`config.mk`:
```
export PLATFORM = sky130hd
export DESIGN_NAME = mem_port_arbiter
export DESIGN_NICKNAME = d
export VERILOG_FILES = /design/src/rtl/mem_port_arbiter.sv
export SDC_FILE = /design/constraint.sdc
export NUM_CORES = 1
export LEC_CHECK = 0
export CAP_MARGIN = 10
export CORE_AREA = 2 2 175 177
export CTS_BUF_LIST = sky130_fd_sc_hd__clkbuf_16
export DETAILED_ROUTE_END_ITERATION = 16
export DIE_AREA = 0 0 177 179
export PLACE_DENSITY = 0.47
export SLEW_MARGIN = 20
export SYNTH_ARGS = -nofsm -noshare
export SYNTH_HDL_FRONTEND = slang
export SYNTH_SLANG_ARGS = --single-unit
```
`constraint.sdc`:
```
create_clock -name clock -period 2.6 [get_ports clock]
set_input_delay 0.39 -clock clock [delete_from_list [all_inputs] [get_ports clock]]
set_output_delay 0.39 -clock clock [all_outputs]
set_load 0.02 [all_outputs]
```
`src/rtl/mem_port_arbiter.sv`:
```
// Shares the memory data port between IFU and LSU with one outstanding transaction and a timeout.
// Optional round-robin arbitration when MEM_ARB_RR_EN is defined; fixed LSU > IFU priority otherwise.
module mem_port_arbiter #(
    parameter int unsigned ADDR_W  = 32,
    parameter int unsigned DATA_W  = 64,
    parameter logic [2:0]  IFU_OP  = 3'd3,
    parameter int unsigned TIMEOUT = 255
) (
    input  logic                clock,
    input  logic                reset,

    input  logic                io_ifu_req_valid,
    output logic                io_ifu_req_ready,
    input  logic [ADDR_W-1:0]   io_ifu_req_addr,
    output logic                io_ifu_resp_valid,
    output logic [DATA_W-1:0]   io_ifu_resp_rdata,

    input  logic                io_lsu_req_valid,
    output logic                io_lsu_req_ready,
    input  logic [ADDR_W-1:0]   io_lsu_req_addr,
    input  logic [DATA_W/8-1:0] io_lsu_req_mask,
    input  logic [2:0]          io_lsu_req_op,
    input  logic [DATA_W-1:0]   io_lsu_req_wdata,
    input  logic                io_lsu_req_wen,
    output logic                io_lsu_resp_valid,
    output logic [DATA_W-1:0]   io_lsu_resp_rdata,

    output logic                io_mem_req_valid,
    input  logic                io_mem_req_ready,
    output logic [ADDR_W-1:0]   io_mem_req_addr,
    output logic [DATA_W/8-1:0] io_mem_req_mask,
    output logic [2:0]          io_mem_req_op,
    output logic [DATA_W-1:0]   io_mem_req_wdata,
    output logic                io_mem_req_memen,
    output logic                io_mem_req_wen,
    input  logic                io_mem_resp_valid,
    input  logic [DATA_W-1:0]   io_mem_resp_rdata,

    output logic                io_err_timeout
);

    localparam int unsigned TIMER_W = 8;
    localparam logic [TIMER_W-1:0] TIMER_LAST = TIMER_W'(TIMEOUT - 1);

    typedef enum logic { ST_IDLE, ST_BUSY } state_e;
    typedef enum logic { GNT_IFU, GNT_LSU } gnt_e;

    state_e               state_q, state_d;
    gnt_e                 owner_q, owner_d;
    logic [TIMER_W-1:0]   timer_q, timer_d;
    gnt_e                 winner;
    logic                 live;
    logic                 fire;

`ifdef MEM_ARB_RR_EN
    gnt_e                 last_grant_q, last_grant_d;

    // Alternate on contention; a lone requester always wins.
    always_comb begin
        winner = GNT_IFU;
        if (io_lsu_req_valid && io_ifu_req_valid) begin
            winner = (last_grant_q == GNT_LSU) ? GNT_IFU : GNT_LSU;
        end else if (io_lsu_req_valid) begin
            winner = GNT_LSU;
        end
    end
`else
    always_comb begin
        winner = io_lsu_req_valid ? GNT_LSU : GNT_IFU;
    end
`endif

    // Request fields follow the current winner; only qualified by valid.
    always_comb begin
        io_mem_req_memen = 1'b1;
        if (winner == GNT_LSU) begin
            io_mem_req_addr  = io_lsu_req_addr;
            io_mem_req_mask  = io_lsu_req_mask;
            io_mem_req_op    = io_lsu_req_op;
            io_mem_req_wdata = io_lsu_req_wdata;
            io_mem_req_wen   = io_lsu_req_wen;
        end else begin
            io_mem_req_addr  = io_ifu_req_addr;
            io_mem_req_mask  = '1;
            io_mem_req_op    = IFU_OP;
            io_mem_req_wdata = '0;
            io_mem_req_wen   = 1'b0;
        end
    end

    assign io_ifu_resp_rdata = io_mem_resp_rdata;
    assign io_lsu_resp_rdata = io_mem_resp_rdata;

    // Handshakes are suppressed while reset is held so nothing is accepted or delivered.
    always_comb begin
        state_d           = state_q;
        owner_d           = owner_q;
        timer_d           = timer_q;
`ifdef MEM_ARB_RR_EN
        last_grant_d      = last_grant_q;
`endif
        live              = !reset;
        fire              = 1'b0;
        io_mem_req_valid  = 1'b0;
        io_ifu_req_ready  = 1'b0;
        io_lsu_req_ready  = 1'b0;
        io_ifu_resp_valid = 1'b0;
        io_lsu_resp_valid = 1'b0;
        io_err_timeout    = 1'b0;

        case (state_q)
            ST_IDLE: begin
                io_mem_req_valid = live && (io_ifu_req_valid || io_lsu_req_valid);
                io_ifu_req_ready = live && io_mem_req_ready && (winner == GNT_IFU);
                io_lsu_req_ready = live && io_mem_req_ready && (winner == GNT_LSU);
                fire             = io_mem_req_valid && io_mem_req_ready;
                if (fire) begin
                    state_d = ST_BUSY;
                    owner_d = winner;
                    timer_d = '0;
`ifdef MEM_ARB_RR_EN
                    last_grant_d = winner;
`endif
                end
            end
            ST_BUSY: begin
                if (io_mem_resp_valid) begin
                    io_ifu_resp_valid = live && (owner_q == GNT_IFU);
                    io_lsu_resp_valid = live && (owner_q == GNT_LSU);
                    state_d           = ST_IDLE;
                end else if (timer_q == TIMER_LAST) begin
                    io_err_timeout = live;
                    state_d        = ST_IDLE;
                end else begin
                    timer_d = timer_q + TIMER_W'(1);
                end
            end
            default: state_d = ST_IDLE;
        endcase
    end

    always_ff @(posedge clock) begin
        if (reset) begin
            state_q <= ST_IDLE;
            owner_q <= GNT_IFU;
            timer_q <= '0;
`ifdef MEM_ARB_RR_EN
            last_grant_q <= GNT_IFU;
`endif
        end else begin
            state_q <= state_d;
            owner_q <= owner_d;
            timer_q <= timer_d;
`ifdef MEM_ARB_RR_EN
            last_grant_q <= last_grant_d;
`endif
        end
    end

endmodule

```
* After elaboration in Yosys (flattened, before gate mapping) *
Index checks and enable logic that the tools add are counted.
Widths: inputs -> output; s select.

storage, ports and cells
  bits in registers = 10
  input port bits = 210
  word-level logic and storage cells = 46

cells by class
  add/sub/neg operators = 1
  equality and inequality tests = 4
  mux-type cells = 24
  bitwise operators = 3
  reductions and logical operators = 11

operator list
  kind                 number
  $mux 64              1
  $mux 32              1
  $mux 8               4
  $pmux 8 s2           1
  $mux 1               15
  $add 8x1->8 const B  1
  $eq 8x8->1 const B   1
  $logic_and 1x1->1    7
  $ne 2x2->1 const B   3
  $mux 3               1
  $not 1->1            3
  $reduce_and 3->1     1
  $pmux 1 s2           1
  $reduce_and 2->1     1
  $logic_not 1->1      1
  $logic_or 1x1->1     1

* Logic depth before layout (Yosys ltp) *
  depth after elaboration = 5
  gate-level depth with buffers = 6
  gate-level depth less buffers = 5

* Least setup slack after synthesis *
No wires, ideal clock.

  path kind = input to output
  start point = in io_lsu_req_valid
  end point = out io_mem_req_addr[10]
  data arrival time = 1,270 ps
  slack = 940 ps
  cell stages on the path = 3
  path buffers = 2
  cell sequence = clkbuf_1 > buf_2 > mux2_2

on the way
  word-level cells in the longest chain between the ends = 2

RTL lines
  what             RTL line  text
  start, declared  18        input logic io_lsu_req_valid,
  $mux 1           69        winner = io_lsu_req_valid ? GNT_LSU : GNT_IFU;
  $mux 32          76        if (winner == GNT_LSU) begin
  end, declared    30        output logic [ADDR_W-1:0] io_mem_req_addr,

No other way between the ends.

* Worst setup path after layout *
  start point = in reset
  end point = out io_lsu_resp_valid

on the way
  word-level cells in the longest chain between the ends = 4

RTL lines
  what               RTL line  text
  start, declared    10        input logic reset,
  $logic_not 1->1    102       live = !reset;
  $logic_and 1x1->1  129       io_lsu_resp_valid = live && (owner_q == GNT_LSU);
  $mux 1             127       if (io_mem_resp_valid) begin
  $mux 1             111       case (state_q)
  end, declared      25        output logic io_lsu_resp_valid,

No other way between the ends.

==> qor.yml <==
finish:
  utilization: 0.155
  drive_above_1_share: 0.114
  fill_cells: 3419
  insertedDiodeCount: 0
  syn2layout_area_growth_pct: 87.4
  fin_cells: 845
  nets: 662
clocking:
  cts_root_buf: "clkbuf_16"
  clkTransAtPathRegs_ns: 0.04
  clkSinkCount: 10
  clockBufferDepth: 2
  ctsResizeCount: 0
  cts_tree: "yes"
  insertion_delay_ns: 0.24
  cts_max_level: 1
  numCtsBuffers: 3
  hold_buffers: 0
  post-cts-setup-buffer-count: 0
worst_setup_path:
  cp_max_fo: 4
  required_ns: 2.21
  critPathKind: "primary input to output port"
  end_kind: "output port"
  rr_worst_depth: 5
  arrival_ns: 1.88
  worstSetupStartpointType: "primary input"
grt:
  top_usage_layer: "met2"
  grt_use_met3: 0.0568
  antenna_found_initial: 1
  globalRouteMet2Util: 0.111
  grt_max_degree: 79
  grt_pass1_wl_um: 16100
  grt_pass1_vias: 2513
  grt_usage: 0.0690
  overflow: 0
  use_met1: 0.0681
power_and_ir_drop:
  p_leak_nw: 1.60
  vdd_ir_drop_max_mv: 0.148
  powerDensity_nw_per_um2: 248
yosys:
  syn_area_per_cell_um2: 7.63
  ys_warn_count: 0
  ys_seq_elements: 10
  async_reset_ff_frac: 0
  synth_fp_nets: 538
  synth_edf_count: 0
  yosys.cell_types.count: 37
  ys_seq_area_frac: 0.0804
  synthCells: 326
  syn_area_um2: 2490
  synth_flop_cell: "dfxtp_1"
detailed_routing:
  ant_nets: 0
  drc_errors: 0
  finalWirelength_um: 11600
  wl_per_cell_um: 13.8
  avgViaCountPerCell: 2.92
  drt-pass1-iter-count: 4
  vias: 2470
  drtIter0Drc: 40
timing:
  final-hold-violation-count: 0
  setup_viol: 0
  worst_pin_slew_ns: 0.575
  timing.setup.tns_ns: 0
  final.period_utilization: 0.871
  slew_headroom: 0.617
  slew_violations: 0
  fmax_ghz: 0.441
  fin_hold_ws_ns: 0.493
  rsz0062_at_grt: "false"
  fin_skew_ns: 0.000806
  min_period_ns: 2.27
hold_path:
  hold_depth: 2
  hold_path_class: "flop to flop"
placed_design:
  dp_cells: 841
  portBuffers: 259
  gp_congestion: 0.766
  dpl.hpwl_um: 10200
die:
  core_um2: 30000
  num_rows: 64
  die_w_um: 177
  fp.dieArea_um2: 31700
  start_util: 0.0829
  die_y_um: 179
  pin_count: 453
run:
  cap_violations: 0
status:
  status: "completed"
## cell usage after synthesis, drive strengths merged, types with 2 or more instances
master,number,area [um^2]
nand2,5,18.8
inv,4,15.0
buf,135,1010
nand4,2,12.5
nor3b,2,26.3
a31oi,3,18.8
nand3,8,40.0
nor2,3,11.3
clkbuf,11,41.3
and2,67,419
nor2b,3,18.8
a21oi,8,40.0
nor3,5,25.0
dfxtp,10,200
ha,2,25.0
mux2,32,360
nand2b,11,71.3
## sequential cells by signal, indices dropped and copies added, names as in the netlist
name and count:
owner_q 1, state_q 1, timer_q 8
## routing by layer
layer  vias to the layer above  part of all wire
met4                         2             0.010
met1                      1054              0.35
met3                         9              0.17
li1                       1168                 -
met5                         -            0.0010
met2                       237              0.47
## final cells by class
| class | count | area, um^2 | share of cell area |
|---|---|---|---|
| Timing Repair Buffer | 265 | 2650 | 0.569 |
| Multi-Input combinational cell | 166 | 1220 | 0.262 |
| Clock inverter | 1 | 3.75 | 0.000805 |
| Clock buffer | 3 | 75.1 | 0.0161 |
| Sequential cell | 10 | 200 | 0.0429 |
| Tap cell | 396 | 495 | 0.106 |
| Inverter | 4 | 15.0 | 0.00322 |
## cell families after synthesis
logic type / Yosys count / share of synthesized area
fa+ha+maj: 2 / 0.0101
compound gates: 20 / 0.0598
flops: 10 / 0.0804
simple gates: 110 / 0.271
mux: 33 / 0.149
other cells: 1 / 0.00151
buf+inv: 150 / 0.428
## report_power, final
part | total (mW) | internal [mW] | leakage (nW) | switching (mW)
clock | 0.277 | 0.202 | 0.0385 | 0.0752
combinational | 0.719 | 0.436 | 1.48 | 0.283
sequential | 0.159 | 0.156 | 0.0808 | 0.00260
## worst paths after layout
path                       end  startpoint  slack, ns
min reg2reg         timer_q[6]  timer_q[6]       0.49
max reg2reg         timer_q[5]  timer_q[0]       0.97
max          io_lsu_resp_valid       reset       0.33
min                 timer_q[6]  timer_q[6]       0.49
## critical path, cell delays in order
cell and delay [ns]:
clkdlybuf4s50_1 0.50, nor2b_1 0.21, and3_1 0.17, clkdlybuf4s50_1 0.60
## cell usage in the layout (no fill, tap or decap), drive strengths merged, types with 4 or more instances in the layout
cell             n
a21oi            8
and2            67
buf             10
clkdlybuf4s50  255
dfxtp           10
inv              4
mux2            32
nand2            5
nand2b          11
nand3            8
nor3             5
## per-stage QoR
stage / power (mW) / area [um^2] / setup WS, ns
6_report: 1.15 / 4660 / 0.335
5_1_grt: 1.21 / 4660 / 0.212
4_1_cts: 1.17 / 4660 / 0.323
3_5_place_dp: 0.887 / 4590 / 0.328
3_3_place_gp: 0.888 / 4590 / 0.350
2_1_floorplan: 0.721 / 2490 / 0.940
Note: power is estimated with default switching activity, not from simulation.
